--- src/rtl/game_pkg.sv ---
// game_pkg: definitions shared by the game flow sequencer.
//   - game_state_t  : sequencer state encodings (IDLE=0 .. OVER=4)
//   - game_info_reg bit positions and move codes
//   - LFSR tap mask and next-value helper for the 8-bit random generator
package game_pkg;

  typedef enum logic [2:0] {
    ST_IDLE      = 3'd0,
    ST_COUNTDOWN = 3'd1,
    ST_PLAY      = 3'd2,
    ST_CRASH     = 3'd3,
    ST_OVER      = 3'd4
  } game_state_t;

  // game_info_reg field positions
  localparam int unsigned MOVE_LSB  = 0;
  localparam int unsigned LEVEL_BIT = 4;
  localparam int unsigned ICON_LSB  = 5;
  localparam int unsigned OVER_BIT  = 7;

  localparam logic [1:0] MOVE_LEFT  = 2'b10;
  localparam logic [1:0] MOVE_RIGHT = 2'b01;
  localparam logic [1:0] MOVE_NONE  = 2'b00;

  // Taps 8,6,5,4 (bits 7,5,4,3), XNOR feedback shifted in at bit 0.
  localparam logic [7:0] LFSR_TAP_MASK = 8'hB8;

  // The all-zero state is not a trap for XNOR feedback, but it is still
  // steered back to the seed so the sequence restarts from a known point.
  function automatic logic [7:0] lfsr_next(input logic [7:0] cur,
                                           input logic [7:0] seed);
    logic fb;
    fb = ~(^(cur & LFSR_TAP_MASK));
    if (cur == '0) begin
      lfsr_next = seed;
    end else begin
      lfsr_next = {cur[6:0], fb};
    end
  endfunction

endpackage

--- src/rtl/game_lfsr8.sv ---
// game_lfsr8: free-running 8-bit Fibonacci LFSR (taps 8,6,5,4).
// Ports:
//   clock  in   clock
//   rst    in   synchronous active-high reset, loads seed
//   seed   in   reset value, also the recovery value after an all-zero state
//   value  out  current register contents
module game_lfsr8
  import game_pkg::*;
(
  input  logic       clock,
  input  logic       rst,
  input  logic [7:0] seed,
  output logic [7:0] value
);

  always_ff @(posedge clock) begin
    if (rst) begin
      value <= seed;
    end else begin
      value <= lfsr_next(value, seed);
    end
  end

endmodule

--- src/rtl/game_flow_sequencer.sv ---
// game_flow_sequencer: frame-synchronous game flow control for the video
// game controller datapath (IDLE -> COUNTDOWN -> PLAY -> CRASH -> OVER).
// Optional feature: define GAME_HISCORE_EN to add the hiscore output.
// Ports:
//   clock            in   pixel clock
//   rst              in   synchronous active-high reset
//   Pixel_row        in   [9:0] current VGA row
//   Pixel_column     in   [9:0] current VGA column
//   btn_left         in   debounced level
//   btn_right        in   debounced level
//   btn_start        in   debounced level
//   icon_sel         in   [1:0] player icon choice
//   collision_detect in   sticky collision flag from the datapath
//   game_rst         out  per-game datapath reset (active high)
//   game_info_reg    out  [7:0] {over, icon[1:0], level, 2'b00, move[1:0]}
//   randomized_value out  [7:0] LFSR output
//   score            out  [15:0] frames survived, saturating
//   state_dbg        out  [2:0] current state encoding
//   hiscore          out  [15:0] best score (GAME_HISCORE_EN only)
module game_flow_sequencer
  import game_pkg::*;
#(
  parameter int unsigned COUNTDOWN_FRAMES = 180,
  parameter int unsigned LEVEL_UP_FRAMES  = 1800,
  parameter int unsigned CRASH_FRAMES     = 120,
  parameter logic [7:0]  LFSR_SEED        = 8'h5A
) (
  input  logic        clock,
  input  logic        rst,
  input  logic [9:0]  Pixel_row,
  input  logic [9:0]  Pixel_column,
  input  logic        btn_left,
  input  logic        btn_right,
  input  logic        btn_start,
  input  logic [1:0]  icon_sel,
  input  logic        collision_detect,
  output logic        game_rst,
  output logic [7:0]  game_info_reg,
  output logic [7:0]  randomized_value,
  output logic [15:0] score,
  output logic [2:0]  state_dbg
`ifdef GAME_HISCORE_EN
  ,
  output logic [15:0] hiscore
`endif
);

  localparam logic [15:0] CD_LOAD    = 16'(COUNTDOWN_FRAMES);
  localparam logic [15:0] CRASH_LOAD = 16'(CRASH_FRAMES);
  localparam logic [15:0] LEVEL_AT   = 16'(LEVEL_UP_FRAMES);

  game_state_t state;
  logic [15:0] frame_cnt;
  logic [1:0]  move_q;
  logic        level_q;
  logic [1:0]  icon_q;
  logic        over_q;

  logic        origin_q;
  logic        origin_q2;
  logic        frame_start;
  logic        btn_q;
  logic        start_edge;
  logic [15:0] score_inc;
  logic [1:0]  move_next;
  logic        crash_done;

  // Registered (0,0) compare; the edge detect keeps a dwell at the origin
  // from producing more than one pulse per frame.
  assign frame_start = origin_q & ~origin_q2;
  assign score_inc   = (score == '1) ? score : score + 16'd1;
  assign crash_done  = (state == ST_CRASH) && frame_start && (frame_cnt == 16'd1);
  assign state_dbg   = state;

  always_comb begin
    move_next = MOVE_NONE;
    if (btn_left && !btn_right) begin
      move_next = MOVE_LEFT;
    end else if (btn_right && !btn_left) begin
      move_next = MOVE_RIGHT;
    end
  end

  always_comb begin
    game_info_reg                   = '0;
    game_info_reg[MOVE_LSB +: 2]    = move_q;
    game_info_reg[LEVEL_BIT]        = level_q;
    game_info_reg[ICON_LSB +: 2]    = icon_q;
    game_info_reg[OVER_BIT]         = over_q;
  end

  always_ff @(posedge clock) begin
    if (rst) begin
      state      <= ST_IDLE;
      game_rst   <= 1'b1;
      move_q     <= MOVE_NONE;
      level_q    <= 1'b0;
      icon_q     <= '0;
      over_q     <= 1'b0;
      score      <= '0;
      frame_cnt  <= '0;
      origin_q   <= 1'b0;
      origin_q2  <= 1'b0;
      btn_q      <= 1'b0;
      start_edge <= 1'b0;
    end else begin
      origin_q   <= (Pixel_row == '0) && (Pixel_column == '0);
      origin_q2  <= origin_q;
      btn_q      <= btn_start;
      start_edge <= btn_start & ~btn_q;

      case (state)
        ST_IDLE: begin
          game_rst <= 1'b1;
          move_q   <= MOVE_NONE;
          level_q  <= 1'b0;
          icon_q   <= '0;
          over_q   <= 1'b0;
          if (start_edge) begin
            game_rst  <= 1'b0;
            icon_q    <= icon_sel;
            frame_cnt <= CD_LOAD;
            score     <= '0;
            state     <= ST_COUNTDOWN;
          end
        end

        ST_COUNTDOWN: begin
          game_rst <= 1'b0;
          move_q   <= MOVE_NONE;
          if (frame_start) begin
            frame_cnt <= frame_cnt - 16'd1;
            if (frame_cnt == 16'd1) begin
              state <= ST_PLAY;
            end
          end
        end

        ST_PLAY: begin
          game_rst <= 1'b0;
          // Collision takes priority over a coincident frame_start.
          if (collision_detect) begin
            move_q    <= MOVE_NONE;
            frame_cnt <= CRASH_LOAD;
            state     <= ST_CRASH;
          end else if (frame_start) begin
            move_q <= move_next;
            score  <= score_inc;
            if (score_inc == LEVEL_AT) begin
              level_q <= 1'b1;
            end
          end
        end

        ST_CRASH: begin
          game_rst <= 1'b0;
          move_q   <= MOVE_NONE;
          if (frame_start) begin
            frame_cnt <= frame_cnt - 16'd1;
            if (frame_cnt == 16'd1) begin
              over_q <= 1'b1;
              state  <= ST_OVER;
            end
          end
        end

        ST_OVER: begin
          game_rst <= 1'b0;
          over_q   <= 1'b1;
          if (start_edge) begin
            // Single-cycle datapath reset; COUNTDOWN drops it again.
            game_rst  <= 1'b1;
            over_q    <= 1'b0;
            level_q   <= 1'b0;
            move_q    <= MOVE_NONE;
            icon_q    <= icon_sel;
            score     <= '0;
            frame_cnt <= CD_LOAD;
            state     <= ST_COUNTDOWN;
          end
        end

        default: begin
          state    <= ST_IDLE;
          game_rst <= 1'b1;
          move_q   <= MOVE_NONE;
          level_q  <= 1'b0;
          icon_q   <= '0;
          over_q   <= 1'b0;
        end
      endcase
    end
  end

`ifdef GAME_HISCORE_EN
  // Only rst clears the best score; game_rst restarts leave it intact.
  always_ff @(posedge clock) begin
    if (rst) begin
      hiscore <= '0;
    end else if (crash_done && (score > hiscore)) begin
      hiscore <= score;
    end
  end
`endif

  game_lfsr8 u_lfsr (
    .clock (clock),
    .rst   (rst),
    .seed  (LFSR_SEED),
    .value (randomized_value)
  );

endmodule

--- config.mk ---
export PLATFORM = sky130hd
export DESIGN_NAME = game_flow_sequencer
export DESIGN_NICKNAME = d
export VERILOG_FILES = /design/src/rtl/game_pkg.sv /design/src/rtl/game_lfsr8.sv /design/src/rtl/game_flow_sequencer.sv
export SDC_FILE = /design/constraint.sdc
export NUM_CORES = 1
export LEC_CHECK = 0
export CORE_ASPECT_RATIO = 0.7
export CORE_UTILIZATION = 45
export CTS_CLUSTER_DIAMETER = 30
export DETAILED_ROUTE_END_ITERATION = 10
export PLACE_DENSITY = 0.77
export REMOVE_ABC_BUFFERS = 1
export SYNTH_ARGS = -nofsm -noshare
export SYNTH_HDL_FRONTEND = slang
export SYNTH_SLANG_ARGS = --single-unit
--- constraint.sdc ---
create_clock -name clock -period 3.32 [get_ports clock]
set_clock_uncertainty 0.1 [all_clocks]
set_input_delay 0.996 -clock clock [delete_from_list [all_inputs] [get_ports clock]]
set_output_delay 0.996 -clock clock [all_outputs]
set_load 0.1 [all_outputs]
==> impl_results.md <==
- Routed wire per std cell: 14.8 um
- Mux share of post-synthesis cell area: 1.83%
- Rows: 23
- Async SR Flop Fraction: 0%
- Setup Buffers After CTS: 0
- RSZ-0062 raised after global routing: false
- Synth warn: 0
- Via count: 2857
- Largest cells by area after synthesis: dfxtp_1 38%, a21oi_1 4.7%, nor2_1 4.7%
- CORE AREA: 5930 sq um
- Syn Area/Cell: 8.08 sq um
- Fin. Hold Viols: 0
- LEAKAGE: 1.31 nW
- DRC Markers: 0
- Simple-Gate Fraction of Synth Area: 31.5%
- Post-cts sizing count: 0
- Post-synthesis xor/xnor area fraction: 5.48%
- Yosys top cell area share: 37.6%
- Total CTS buffers: 5
- Synth-to-Final Area Change: 22.7%
- Relative slew margins: 38.2%
- DP Area: 3430 sq um
- I/O Pins: 64
- Worst vdd ir: 0.344 mV
- Worst-margin pin slew: 0.918 ns
- Tcrit/Tclk final: 79.3%
- Hold path start: btn_q$_SDFF_PP0_
- CTS tree: yes
- Max_cap viols: 0
- Cell accounting for the most synthesized area: dfxtp_1
- Final nets: 440
- Post-Synth Adder-Cell Area: 1.74%
- Length of the first detailed-routing pass in iterations: 5
- CP arrival: 2.73 ns
- Initial antenna violation count: 0
- Largest family of logic cells by synthesized area: simple AND/OR/NAND/NOR gates
- Register area share after synthesis: 37.6%
- Setup crit start kind: primary input
- Final Cell Area: 3530 sq um
- Element type at the critical path end: flip-flop
- Port-buffer cells: 61
- Clk sinks: 54
- Starting density of the core: 48.5%
- Largest net degree at the start of global routing: 40
- Gpl congestion: 0.964
- Hold-fix buffers, CTS: 0
- Gate Count Post-Synth: 356
- Number of distinct library cells after synthesis: 57
- Max Clk Rate: 380 MHz
- First-pass GRT wire length: 12000 um
- Setup TNS: 0 ns
- Pwr Density: 402 nW/um^2
- Worst path required time: 3.42 ns
- Die span in y: 68.9 um
- Worst skew pair latency: 0.30 ns
- Clk buf depth: 2
- Cell area after synthesis: 2880 sq um
- Synthesized flop and latch total: 54
- Final Instance Count excl. Fillers: 484
- Most used DFF post-synth: dfxtp_1
- Vias in the first global route: 2536
- FF-to-FF Start: score[5]$_SDFFE_PP0P_
- Dpl cells: 476
- Clk slew on worst S/H paths: 0.10 ns
- Minimum clock period: 2.63 ns
- Synth Area in Compound Gates: 16.7%
- H-tree depth: 2
- DRT antenna net count: 0
- Die width: 97.6 um
- Top-count cell post-synth: dfxtp_1
- Min-Delay Path Class: reg -> reg
- Total routed wirelength: 7190 um
- Layout cell share with drive strength beyond 1: 14.4%
- DRT iter0 DRCs: 301
- Ant diodes: 0
- Critical Path Source: collision_detect
- Final Setup Violations: 0
- CP max FO: 12
- Slew Viols, Final: 0
- Fillers: 521
- Number of synthesized flops with an enable pin: 0
- Critical path class: in -> reg
- HPWL after DPL: 5290 um
- Total Die Area: 6720 sq um
- Synth top cells by count: 54 x dfxtp_1, 36 x nor2_1, 27 x a21oi_1
- Total GRT Usage: 22.2%
- GRT Residual Overflow: 0
- Outcome: complete, no violations
- Root buffer cell: clkbuf_8
- Via density: 5.90
==> stage by stage <==
stage	hold WS (ns)	util (%)	setup slack (ns)	power [mW]
finish	0.289	59.6	0.688	1.42
global route	0.306	59.6	0.580	1.50
global placement	0.275	57.9	0.432	1.03
CTS	0.293	59.6	0.729	1.43
detailed placement	0.280	57.9	0.391	1.04
floorplan	0.267	-	-0.00942	0.940
==> flip-flops by register name (all words and copies together) (netlist names) <==
register      flops
btn_q             1
frame_cnt        16
game_rst          1
icon_q            2
level_q           1
move_q            2
origin_q          1
origin_q2         1
over_q            1
score            16
start_edge        1
state_dbg         3
u_lfsr.value      8
==> worst max-delay path: stages <==
cell             delay [ns]
clkdlybuf4s50_1        0.50
nor3b_1                0.08
o31ai_1                0.28
a21oi_1                0.11
buf_4                  0.21
nor4_1                 0.34
xnor2_1                0.16
nor2_1                 0.05
==> path summary, 6_finish.rpt <==
kind	endpoint	slack, ns	cells past startpoint
setup / recovery	frame_cnt[14]$_SDFFE_PP0P_	0.69	8
hold reg to reg	start_edge$_SDFF_PP0_	0.29	1
setup reg to reg	level_q$_SDFFE_PP0P_	0.73	6
hold / removal	start_edge$_SDFF_PP0_	0.29	1
==> power breakdown <==
part / internal, mW / switching (mW)
logic: 0.110 / 0.206
clock network: 0.172 / 0.220
registers: 0.678 / 0.0309
total: 0.961 / 0.458
==> metal layers <==
metal	global-route usage [%]	up-vias	part of all wire, %
li1	-	1394	-
met1	31.7	1320	48
met2	34.3	139	43
met3	4.44	4	8.3
met4	6.07	0	0.72
met5	0	-	0
==> kinds of logic after synthesis <==
group | count (synthesis)
simple gates | 167
compound gates | 75
flops | 54
buf+inv | 32
xor+xnor | 18
mux | 5
fa+ha+maj | 4
other cells | 1
==> area by class of cell <==
type                       count  area [sq um]  area share, %
inverter                       9          33.8          0.957
timing repair buffer          67           571           16.2
multi-input combinational    271          1650           46.8
clock inverter                 2          16.3          0.461
clock buffer                   6          82.6           2.34
sequential                    54          1080           30.6
tap                           75          93.8           2.66
==> cell usage in the layout (no fill, tap or decap), drive strengths merged, types with 6 or more instances in the layout <==
cell            n
nor4           18
o21ai          18
nand2b          9
nor2           36
nor2b           7
a21oi          28
dfxtp          54
xnor2          13
clkbuf          6
nand4          10
buf            40
nand3          12
clkdlybuf4s50  27
inv            10
nor3           20
or3             7
nand2          24
(Power assumes the default switching activity.)
